File: config.mk
export PLATFORM = sky130hd
export DESIGN_NAME = lane_xform_pipe_flat
export DESIGN_NICKNAME = d
export VERILOG_FILES = /design/src/rtl/lane_xform_pipe_pkg.sv /design/src/rtl/lane_xform_pipe_if.sv /design/src/rtl/lane_xform_pipe_fn.sv /design/src/rtl/lane_xform_pipe.sv /design/src/flat_wrapper.sv
export SDC_FILE = /design/constraint.sdc
export NUM_CORES = 1
export LEC_CHECK = 0
export ABC_AREA = 1
export CELL_PAD_IN_SITES_DETAIL_PLACEMENT = 1
export CELL_PAD_IN_SITES_GLOBAL_PLACEMENT = 2
export CORE_UTILIZATION = 32
export CTS_BUF_LIST = sky130_fd_sc_hd__clkbuf_4 sky130_fd_sc_hd__clkbuf_8
export DETAILED_ROUTE_END_ITERATION = 10
export GPL_ROUTABILITY_DRIVEN = 1
export GPL_TIMING_DRIVEN = 1
export PLACE_DENSITY_LB_ADDON = 0.1
export SETUP_SLACK_MARGIN = 0.05
export SYNTH_ARGS = -nofsm -noshare
export SYNTH_HDL_FRONTEND = slang
export SYNTH_HIERARCHICAL = 1
export SYNTH_SLANG_ARGS = --single-unit
File: constraint.sdc
create_clock -name clk -period 3.7 [get_ports clk]
set_input_delay 0.74 -clock clk [delete_from_list [all_inputs] [get_ports clk]]
set_output_delay 0.74 -clock clk [all_outputs]
set_load 0.01 [all_outputs]
File: src/rtl/lane_xform_pipe_pkg.sv
// Shared definitions for the lane transform pipe: per-lane mode encodings.
package lane_xform_pipe_pkg;

    // Lane mode encodings; 2'd3 behaves like MODE_ROT.
    localparam logic [1:0] MODE_INV  = 2'd0;
    localparam logic [1:0] MODE_PASS = 2'd1;
    localparam logic [1:0] MODE_ROT  = 2'd2;

    // Rotate a lane value left by one bit.
    function automatic logic [31:0] rotl1(input logic [31:0] x, input int w);
        logic [31:0] r;
        r = '0;
        for (int b = 0; b < w; b++) begin
            r[(b + 1) % w] = x[b];
        end
        return r;
    endfunction

endpackage

File: src/rtl/lane_xform_pipe_if.sv
// Stream, config and status signals of the lane transform pipe.
// slave = the pipe itself, master = whatever drives it.
interface lane_xform_pipe_if #(
    parameter int LANES  = 2,
    parameter int LANE_W = 4,
    parameter int CNT_W  = 16
);
    logic                      in_valid;
    logic                      in_ready;
    logic [LANES*LANE_W-1:0]   in_data;
    logic                      out_valid;
    logic                      out_ready;
    logic [LANES*LANE_W-1:0]   out_data;
    logic                      cfg_we;
    logic [2*LANES-1:0]        cfg_mode;
    logic                      cfg_err;
    logic [CNT_W-1:0]          xfer_count;

    modport slave (
        input  in_valid, in_data, out_ready, cfg_we, cfg_mode,
        output in_ready, out_valid, out_data, cfg_err, xfer_count
    );

    modport master (
        output in_valid, in_data, out_ready, cfg_we, cfg_mode,
        input  in_ready, out_valid, out_data, cfg_err, xfer_count
    );
endinterface

File: src/rtl/lane_xform_pipe_fn.sv
// Combinational per-lane transform: invert, pass or rotate-left-1.
module lane_xform_fn
    import lane_xform_pipe_pkg::*;
#(
    parameter int LANE_W = 4
) (
    input  logic [1:0]        mode,
    input  logic [LANE_W-1:0] din,
    output logic [LANE_W-1:0] dout
);

    // Select the transform for this lane from its 2-bit mode.
    always_comb begin
        dout = din;
        case (mode)
            MODE_INV:  dout = ~din;
            MODE_PASS: dout = din;
            default:   dout = {din[LANE_W-2:0], din[LANE_W-1]};
        endcase
    end

endmodule

File: src/rtl/lane_xform_pipe.sv
// Valid/ready stage: transforms each lane at input acceptance, buffers the
// result in a 2-entry FIFO, loads lane modes at run time and counts output
// handshakes. in_ready depends only on registers, never on out_ready.
module lane_xform_pipe
    import lane_xform_pipe_pkg::*;
#(
    parameter int                           LANES    = 2,
    parameter int                           LANE_W   = 4,
    parameter logic [2*LANES-1:0]           MODE_RST = '0,
    parameter int                           CNT_W    = 16
) (
    input  logic              clk,
    input  logic              rst_n,
    lane_xform_pipe_if.slave  bus
);

    localparam int W = LANES * LANE_W;

    logic [1:0]         r_cnt;
    logic [W-1:0]       r_head;
    logic [W-1:0]       r_tail;
    logic [2*LANES-1:0] r_mode;
    logic               r_err;
    logic [CNT_W-1:0]   r_xfer;

    logic [W-1:0]       w_xf;
    logic               w_in_fire;
    logic               w_out_fire;
    logic               w_cfg_ok;

    assign w_in_fire  = bus.in_valid  && (r_cnt != 2'd2);
    assign w_out_fire = bus.out_ready && (r_cnt != 2'd0);
    // Mode changes only on an empty pipe with no beat entering, so every
    // buffered beat was transformed with a single, well-defined mode.
    assign w_cfg_ok   = bus.cfg_we && (r_cnt == 2'd0) && !w_in_fire;

    assign bus.in_ready   = (r_cnt != 2'd2);
    assign bus.out_valid  = (r_cnt != 2'd0);
    assign bus.out_data   = r_head;
    assign bus.cfg_err    = r_err;
    assign bus.xfer_count = r_xfer;

    for (genvar i = 0; i < LANES; i++) begin : lane
        lane_xform_fn #(.LANE_W(LANE_W)) fn (
            .mode (r_mode[2*i +: 2]),
            .din  (bus.in_data[i*LANE_W +: LANE_W]),
            .dout (w_xf[i*LANE_W +: LANE_W])
        );
    end

    // FIFO: head is the registered output word, tail is the second slot.
    always_ff @(posedge clk or negedge rst_n) begin
        if (!rst_n) begin
            r_cnt  <= 2'd0;
            r_head <= '0;
            r_tail <= '0;
        end else begin
            case ({w_in_fire, w_out_fire})
                2'b10: begin
                    if (r_cnt == 2'd0) r_head <= w_xf;
                    else               r_tail <= w_xf;
                    r_cnt <= r_cnt + 2'd1;
                end
                2'b01: begin
                    r_head <= r_tail;
                    r_cnt  <= r_cnt - 2'd1;
                end
                // Both fire only at count 1: new beat replaces the head.
                2'b11:   r_head <= w_xf;
                default: ;
            endcase
        end
    end

    // Mode register load and one-cycle reject pulse.
    always_ff @(posedge clk or negedge rst_n) begin
        if (!rst_n) begin
            r_mode <= MODE_RST;
            r_err  <= 1'b0;
        end else begin
            if (w_cfg_ok) r_mode <= bus.cfg_mode;
            r_err <= bus.cfg_we && !w_cfg_ok;
        end
    end

    // Output handshake counter, wraps naturally.
    always_ff @(posedge clk or negedge rst_n) begin
        if (!rst_n) r_xfer <= '0;
        else if (w_out_fire) r_xfer <= r_xfer + 1'b1;
    end

endmodule

File: src/flat_wrapper.sv
// flat-port wrapper written by rule: the top's interface ports become plain ports
module lane_xform_pipe_flat import lane_xform_pipe_pkg::*;
#(
    parameter int                           LANES    = 2,
    parameter int                           LANE_W   = 4,
    parameter logic [2*LANES-1:0]           MODE_RST = '0,
    parameter int                           CNT_W    = 16
)
  (clk, rst_n, bus_in_valid, bus_in_data, bus_out_ready, bus_cfg_we, bus_cfg_mode, bus_in_ready, bus_out_valid, bus_out_data, bus_cfg_err, bus_xfer_count);
  lane_xform_pipe_if #(.LANES(LANES), .LANE_W(LANE_W), .CNT_W(CNT_W)) bus_i ();
  input  logic clk;
  input  logic rst_n;
  input wire logic [$bits(bus_i.in_valid)-1:0] bus_in_valid;
  input wire logic [$bits(bus_i.in_data)-1:0] bus_in_data;
  input wire logic [$bits(bus_i.out_ready)-1:0] bus_out_ready;
  input wire logic [$bits(bus_i.cfg_we)-1:0] bus_cfg_we;
  input wire logic [$bits(bus_i.cfg_mode)-1:0] bus_cfg_mode;
  output wire logic [$bits(bus_i.in_ready)-1:0] bus_in_ready;
  output wire logic [$bits(bus_i.out_valid)-1:0] bus_out_valid;
  output wire logic [$bits(bus_i.out_data)-1:0] bus_out_data;
  output wire logic [$bits(bus_i.cfg_err)-1:0] bus_cfg_err;
  output wire logic [$bits(bus_i.xfer_count)-1:0] bus_xfer_count;
  assign bus_i.in_valid = bus_in_valid;
  assign bus_i.in_data = bus_in_data;
  assign bus_i.out_ready = bus_out_ready;
  assign bus_i.cfg_we = bus_cfg_we;
  assign bus_i.cfg_mode = bus_cfg_mode;
  assign bus_in_ready = bus_i.in_ready;
  assign bus_out_valid = bus_i.out_valid;
  assign bus_out_data = bus_i.out_data;
  assign bus_cfg_err = bus_i.cfg_err;
  assign bus_xfer_count = bus_i.xfer_count;
  lane_xform_pipe #(.LANES(LANES), .LANE_W(LANE_W), .MODE_RST(MODE_RST), .CNT_W(CNT_W)) u_core (.clk(clk), .rst_n(rst_n), .bus(bus_i));
endmodule
== Word-level counts from Yosys, hierarchy flattened ==
Index checks and enable logic that the tools add are counted.

* Bits in registers: 39
* Input port bits: 17
* Bits in read-only memories: 0
* Latch bits: 0
* Bits in writable memories: 0
* Memories: 0
* Output and inout port bits: 27
* Logic and storage cells: 39

* Bitwise operators: 3
* Mux-type cells: 5
* Magnitude comparators: 0
* Reductions and logical operators: 15
* $mul: 0
* Shifts and indexed selects: 0
* Equality and inequality tests: 7
* Add/subtract/negate cells: 3
* Divide/modulo/power cells: 0

{| class="wikitable"
|+ Operators by type and width
! kind !! number
|-
| $pmux 8 s3 || 1
|-
| $add 16x1->16 const B || 1
|-
| $pmux 4 s2 || 2
|-
| $mux 8 || 1
|-
| $not 4->4 || 2
|-
| $eq 2x1->1 const B || 3
|-
| $logic_not 2->1 || 3
|-
| $logic_and 1x1->1 || 5
|-
| $eq 2x2->1 const B || 2
|-
| $pmux 2 s2 || 1
|-
| $reduce_and 2->1 || 2
|-
| $reduce_bool 2->1 || 2
|-
| $reduce_bool 3->1 || 1
|-
| $add 2x1->2 const B || 1
|-
| $logic_not 1->1 || 2
|-
| $ne 2x1->1 const B || 1
|-
| $ne 2x2->1 const B || 1
|-
| $sub 2x1->2 const B || 1
|-
| $not 1->1 || 1
|}

== Logic depth before layout (Yosys ltp) ==
* Depth in word-level cells: 6
* Mapped depth: 9
* Depth with buffers taken out: 8

== Hierarchy ==
Netlist, hierarchy kept.

{| class="wikitable"
|+ Modules (own cells, without submodules)
! module !! cells an instance !! times used !! area each (sq um) !! sequential area each (sq um)
|-
| lane_xform_pipe || 222 || 1 || 1,906.8 || 975.9
|-
| lane_xform_fn || 22 || 2 || 92.6 || 0.0
|}

== Least setup slack after synthesis ==
OpenSTA, ideal clock, no wires.

* Kind: input port to flip-flop
* Start point: in bus_out_ready
* End point: reg u_core.r_head[1] (netlist: u_core/bus.out_data[1])
* Setup time: 122 ps
* Data arrival time: 1,700 ps
* Path buffers: 2
* Setup slack: 1,878 ps
* Data required time: 3,578 ps
* Stages on the path: 8
* Path through: inv_1 > nor2_4 > ha_1 > buf_2 > clkbuf_8 > nor2_1 > a21oi_1 > a21oi_2

* Cells in the longest elaborated chain, start to end: 4
* Elaborated cells between the ends (all ways): 8
* Classes of those cells: 4 x eq/ne; 1 x mux; 3 x reduce/logical

{| class="wikitable"
|+ Ends and longest elaborated chain
! what !! RTL line !! RTL
|-
| start, declared || flat_wrapper.sv:15 || <nowiki>input wire logic [$bits(bus_i.out_ready)-1:0] bus_out_ready;</nowiki>
|-
| $logic_and 1x1->1 * || lane_xform_pipe.sv:32 || <nowiki>assign w_out_fire = bus.out_ready && (r_cnt != 2'd0);</nowiki>
|-
| net u_core.w_out_fire || lane_xform_pipe.sv:28 || <nowiki>logic w_out_fire;</nowiki>
|-
| $eq 2x2->1 / $eq 2x1->1 (equally long branches) || lane_xform_pipe.sv:58 || <nowiki>case ({w_in_fire, w_out_fire})</nowiki>
|-
| $ne 2x1->1 (no source line) / $reduce_bool 3->1 (equally long branches) || n/a ||
|-
| $reduce_and 2->1 (no source line) || n/a ||
|-
| end signal, assigned || lane_xform_pipe.sv:60 || <nowiki>if (r_cnt == 2'd0) r_head <= w_xf;</nowiki>
|-
| end signal, assigned || lane_xform_pipe.sv:65 || <nowiki>r_head <= r_tail;</nowiki>
|-
| end signal, assigned || lane_xform_pipe.sv:69 || <nowiki>2'b11: r_head <= w_xf;</nowiki>
|-
| end, declared || lane_xform_pipe.sv:20 || <nowiki>logic [W-1:0] r_head;</nowiki>
|}

The timed path passes the listed nets; every way through them passes the cells marked *.
A chain may end at the register's enable or synchronous reset.

== Worst setup path after layout ==
* Start point: in bus_out_ready
* End point: reg u_core.r_cnt[1]

* Cells in the longest elaborated chain, start to end: 3
* Elaborated cells between the ends (all ways): 5
* Classes of those cells: 2 x eq/ne; 1 x mux; 2 x reduce/logical

{| class="wikitable"
|+ Ends and longest elaborated chain
! what !! RTL line !! RTL
|-
| $logic_and 1x1->1 * || lane_xform_pipe.sv:32 ||
|-
| net u_core.w_out_fire || lane_xform_pipe.sv:28 ||
|-
| $eq 2x1->1 / $eq 2x2->1 (equally long branches) || lane_xform_pipe.sv:58 ||
|-
| $pmux 2 s2 / $reduce_bool 2->1 (equally long branches) || n/a ||
|-
| end signal, assigned || lane_xform_pipe.sv:62 || <nowiki>r_cnt <= r_cnt + 2'd1;</nowiki>
|-
| end signal, assigned || lane_xform_pipe.sv:66 || <nowiki>r_cnt <= r_cnt - 2'd1;</nowiki>
|-
| end, declared || lane_xform_pipe.sv:19 || <nowiki>logic [1:0] r_cnt;</nowiki>
|}

Marked as above.

==> results.ini <==
[run_status]
status = complete, no violations

[global_route]
grt-ovfl-total = 0
grt_pass1_wl_um = 8640
grt_pass1_vias = 1863
antenna_found_initial = 0
grt_max_degree = 40
grt_use_total = 0.154

[worst_setup_path]
cp_data_required_time_ns = 3.92
critPathCapture = u_core/r_cnt[1]$_DFFE_PN0P_
crit_type = in -> reg
arrival_ns = 2.61
r2r_end = u_core/r_cnt[1]$_DFFE_PN0P_
crit_start = bus_out_ready
r2r_setup_slack_ns = 1.83
rr_startpoint = u_core/r_cnt[0]$_DFFE_PN0P_
cp-start-kind = primary input
ff2ff_path_depth = 6
cp_max_fo = 18
worst_setup_path_end_kind = flop

[min_path]
hp-class = reg -> reg

[synth]
yosysSeqAreaShare = 0.467
yosys_register_bits = 39
syn-instance-count = 266
synth.distinct_cells = 25
synth_warnings = 6
avgSynthCellArea_um2 = 7.86
netlist_area_um2 = 2090
synth_fp_nets = 286

[detailed_routing]
drt-pass1-iter-count = 4
ant_nets = 0
wl_um = 4850
dr_total_vias = 1835
routedWlPerCell_um = 12.4
post-route-drc-count = 0
vias_per_cell = 4.71
drt_iter0_drc = 57

[clocking]
postCtsSetupRepairBufs = 0
cts.reportedPaths.clkPinSlew_ns = 0.08
clock_path_buffers = 2
cts_tree = yes
clk_latency_ns = 0.29
cts_hold_buf = 0
cts.repair.resized = 0
cts_sinks = 39
clockRootBuffer = clkbuf_8
h-tree-depth = 2
cts_buffers = 5

[sta]
fin_crit_ns = 2.39
finalHoldViolCount = 0
rsz0062_at_grt = no
setup_viol = 0
tns_ns = 0
finalMaxSlewViolations = 0
clock_skew_ns = 0.00348
relSlewSlack = 0.396
finalCritPeriodShare = 0.646
tightest_slew_ns = 0.905
fmax_ghz = 0.419
fin_ws_ns = 1.31

[floorplanning]
io_pins = 44
die_h_um = 82.9
initial_core_util = 0.331
die_area_um2 = 6860
core_um2 = 6310
row_count = 29
die_w_um = 82.9

[pwr]
ir_worst_vdd_v = 0.000307
p_per_area_nw_per_um2 = 691
power.leakage_nw = 1.28

[cells_and_area]
nFillCells = 774
synthToLayoutAreaGrowth_pct = 28.2
final_cell_mix = nand2_1 (61), clkdlybuf4s50_1 (42), inv_1 (39), dfrtp_1 (39), nor2_1 (34)
nets = 332
diodes = 0
final_common_cell = nand2_1
drive_gt1_frac = 0.0831

[placed_design]
portBuffers = 43
gp_congestion = 0.720
dp_hpwl_um = 3670
place_worst_setup_slack_ns = 0.974

[job]
drv_cap = 0

## per-layer routing
metal | global-route usage | vias up | routed length (um) | part of all wire
met5 | 0 | - | 0 | 0
met4 | 0.0376 | 0 | 40 | 0.0083
met3 | 0.0328 | 5 | 138 | 0.028
met2 | 0.275 | 26 | 2500 | 0.52
met1 | 0.188 | 882 | 2170 | 0.45
li1 | - | 922 | - | -
## power breakdown
part,switching (W),leakage [nW],internal (W)
logic,0.000443,0.740,0.000368
registers,0.000140,0.482,0.000578
clock network,0.000148,0.0549,0.000178
total,0.000731,1.28,0.00112
## registers in the layout, indices dropped and copies added, names as in the netlist
register               flops
u_core/bus.cfg_err         1
u_core/bus.out_data        8
u_core/r_tail              8
u_core/bus.xfer_count     16
u_core/r_mode              4
u_core/r_cnt               2
## stage by stage
stage / util / cells / cell area (um^2) / total power [W] / hold WS, ns
finish: 0.425 / 390 / 2680 / 0.00185 / 0.493
global route: 0.425 / 390 / 2680 / 0.00202 / 0.511
CTS: 0.425 / 390 / 2680 / 0.00189 / 0.493
detailed placement: 0.408 / 382 / 2580 / 0.00156 / 0.474
global placement: 0.408 / 382 / 2580 / 0.00154 / 0.471
floorplan: - / 266 / 2090 / 0.00123 / 0.444
## logic make-up (layout without fill, tap and decap cells)
kind of cell / Yosys count / in the layout / synth area share
XOR/XNOR: 9 / 9 / 0.0377
AO/OA/AOI/OAI: 35 / 35 / 0.0939
adder cells (fa/ha/maj): 3 / 3 / 0.0179
buffers and inverters: 45 / 92 / 0.0903
flip-flops: 39 / 39 / 0.467
AND/OR/NAND/NOR: 135 / 135 / 0.294
## cell usage after synthesis
cell type / n / area share
inv_1: 39 / 0.070
nor2_1: 34 / 0.061
dfrtp_1: 39 / 0.47
nor2_4: 2 / 0.011
nand2_1: 61 / 0.11
clkbuf_8: 1 / 0.0066
nand3b_1: 1 / 0.0036
nand3_2: 1 / 0.0048
nand3_1: 22 / 0.053
inv_2: 2 / 0.0036
o21a_1: 1 / 0.0036
nor2_2: 3 / 0.0090
nand2_4: 4 / 0.022
o21ai_4: 1 / 0.0078
xor2_1: 4 / 0.017
a21oi_2: 2 / 0.0084
buf_6: 1 / 0.0054
nand2_2: 2 / 0.0060
xnor2_1: 5 / 0.021
o21ai_1: 1 / 0.0024
a21oi_1: 15 / 0.036
ha_1: 3 / 0.018
o21ai_0: 15 / 0.036
buf_2: 2 / 0.0048
nand4_1: 5 / 0.015
## worst max-delay path: stages
cell and delay [ns]:
clkdlybuf4s50_1 0.52, inv_1 0.09, nor2_4 0.23, ha_1 0.59, a21oi_1 0.15, o21ai_0 0.12, xor2_1 0.17
## cell type report
type / count / area, um^2 / area share
clock buffers: 8 / 104 / 0.0387
inverters: 41 / 154 / 0.0574
multi-input cells: 182 / 927 / 0.346
flip-flops and latches: 39 / 976 / 0.364
well taps: 77 / 96.3 / 0.0359
repair buffers: 43 / 425 / 0.159
## worst min-delay path by stage
stage                                   endpoint  depth (start not counted)  slack (ns)                         start
global placement    u_core/r_tail[6]$_DFFE_PN0P_                          2        0.47  u_core/r_tail[6]$_DFFE_PN0P_
floorplan           u_core/bus.cfg_err$_DFF_PN0_                          0        0.44                         rst_n
finish              u_core/r_tail[4]$_DFFE_PN0P_                          2        0.49  u_core/r_tail[4]$_DFFE_PN0P_
global route        u_core/r_tail[5]$_DFFE_PN0P_                          2        0.51  u_core/r_tail[5]$_DFFE_PN0P_
detailed placement  u_core/r_tail[5]$_DFFE_PN0P_                          2        0.47  u_core/r_tail[5]$_DFFE_PN0P_
CTS                 u_core/r_tail[6]$_DFFE_PN0P_                          2        0.49  u_core/r_tail[6]$_DFFE_PN0P_
(Power assumes the default switching activity.)
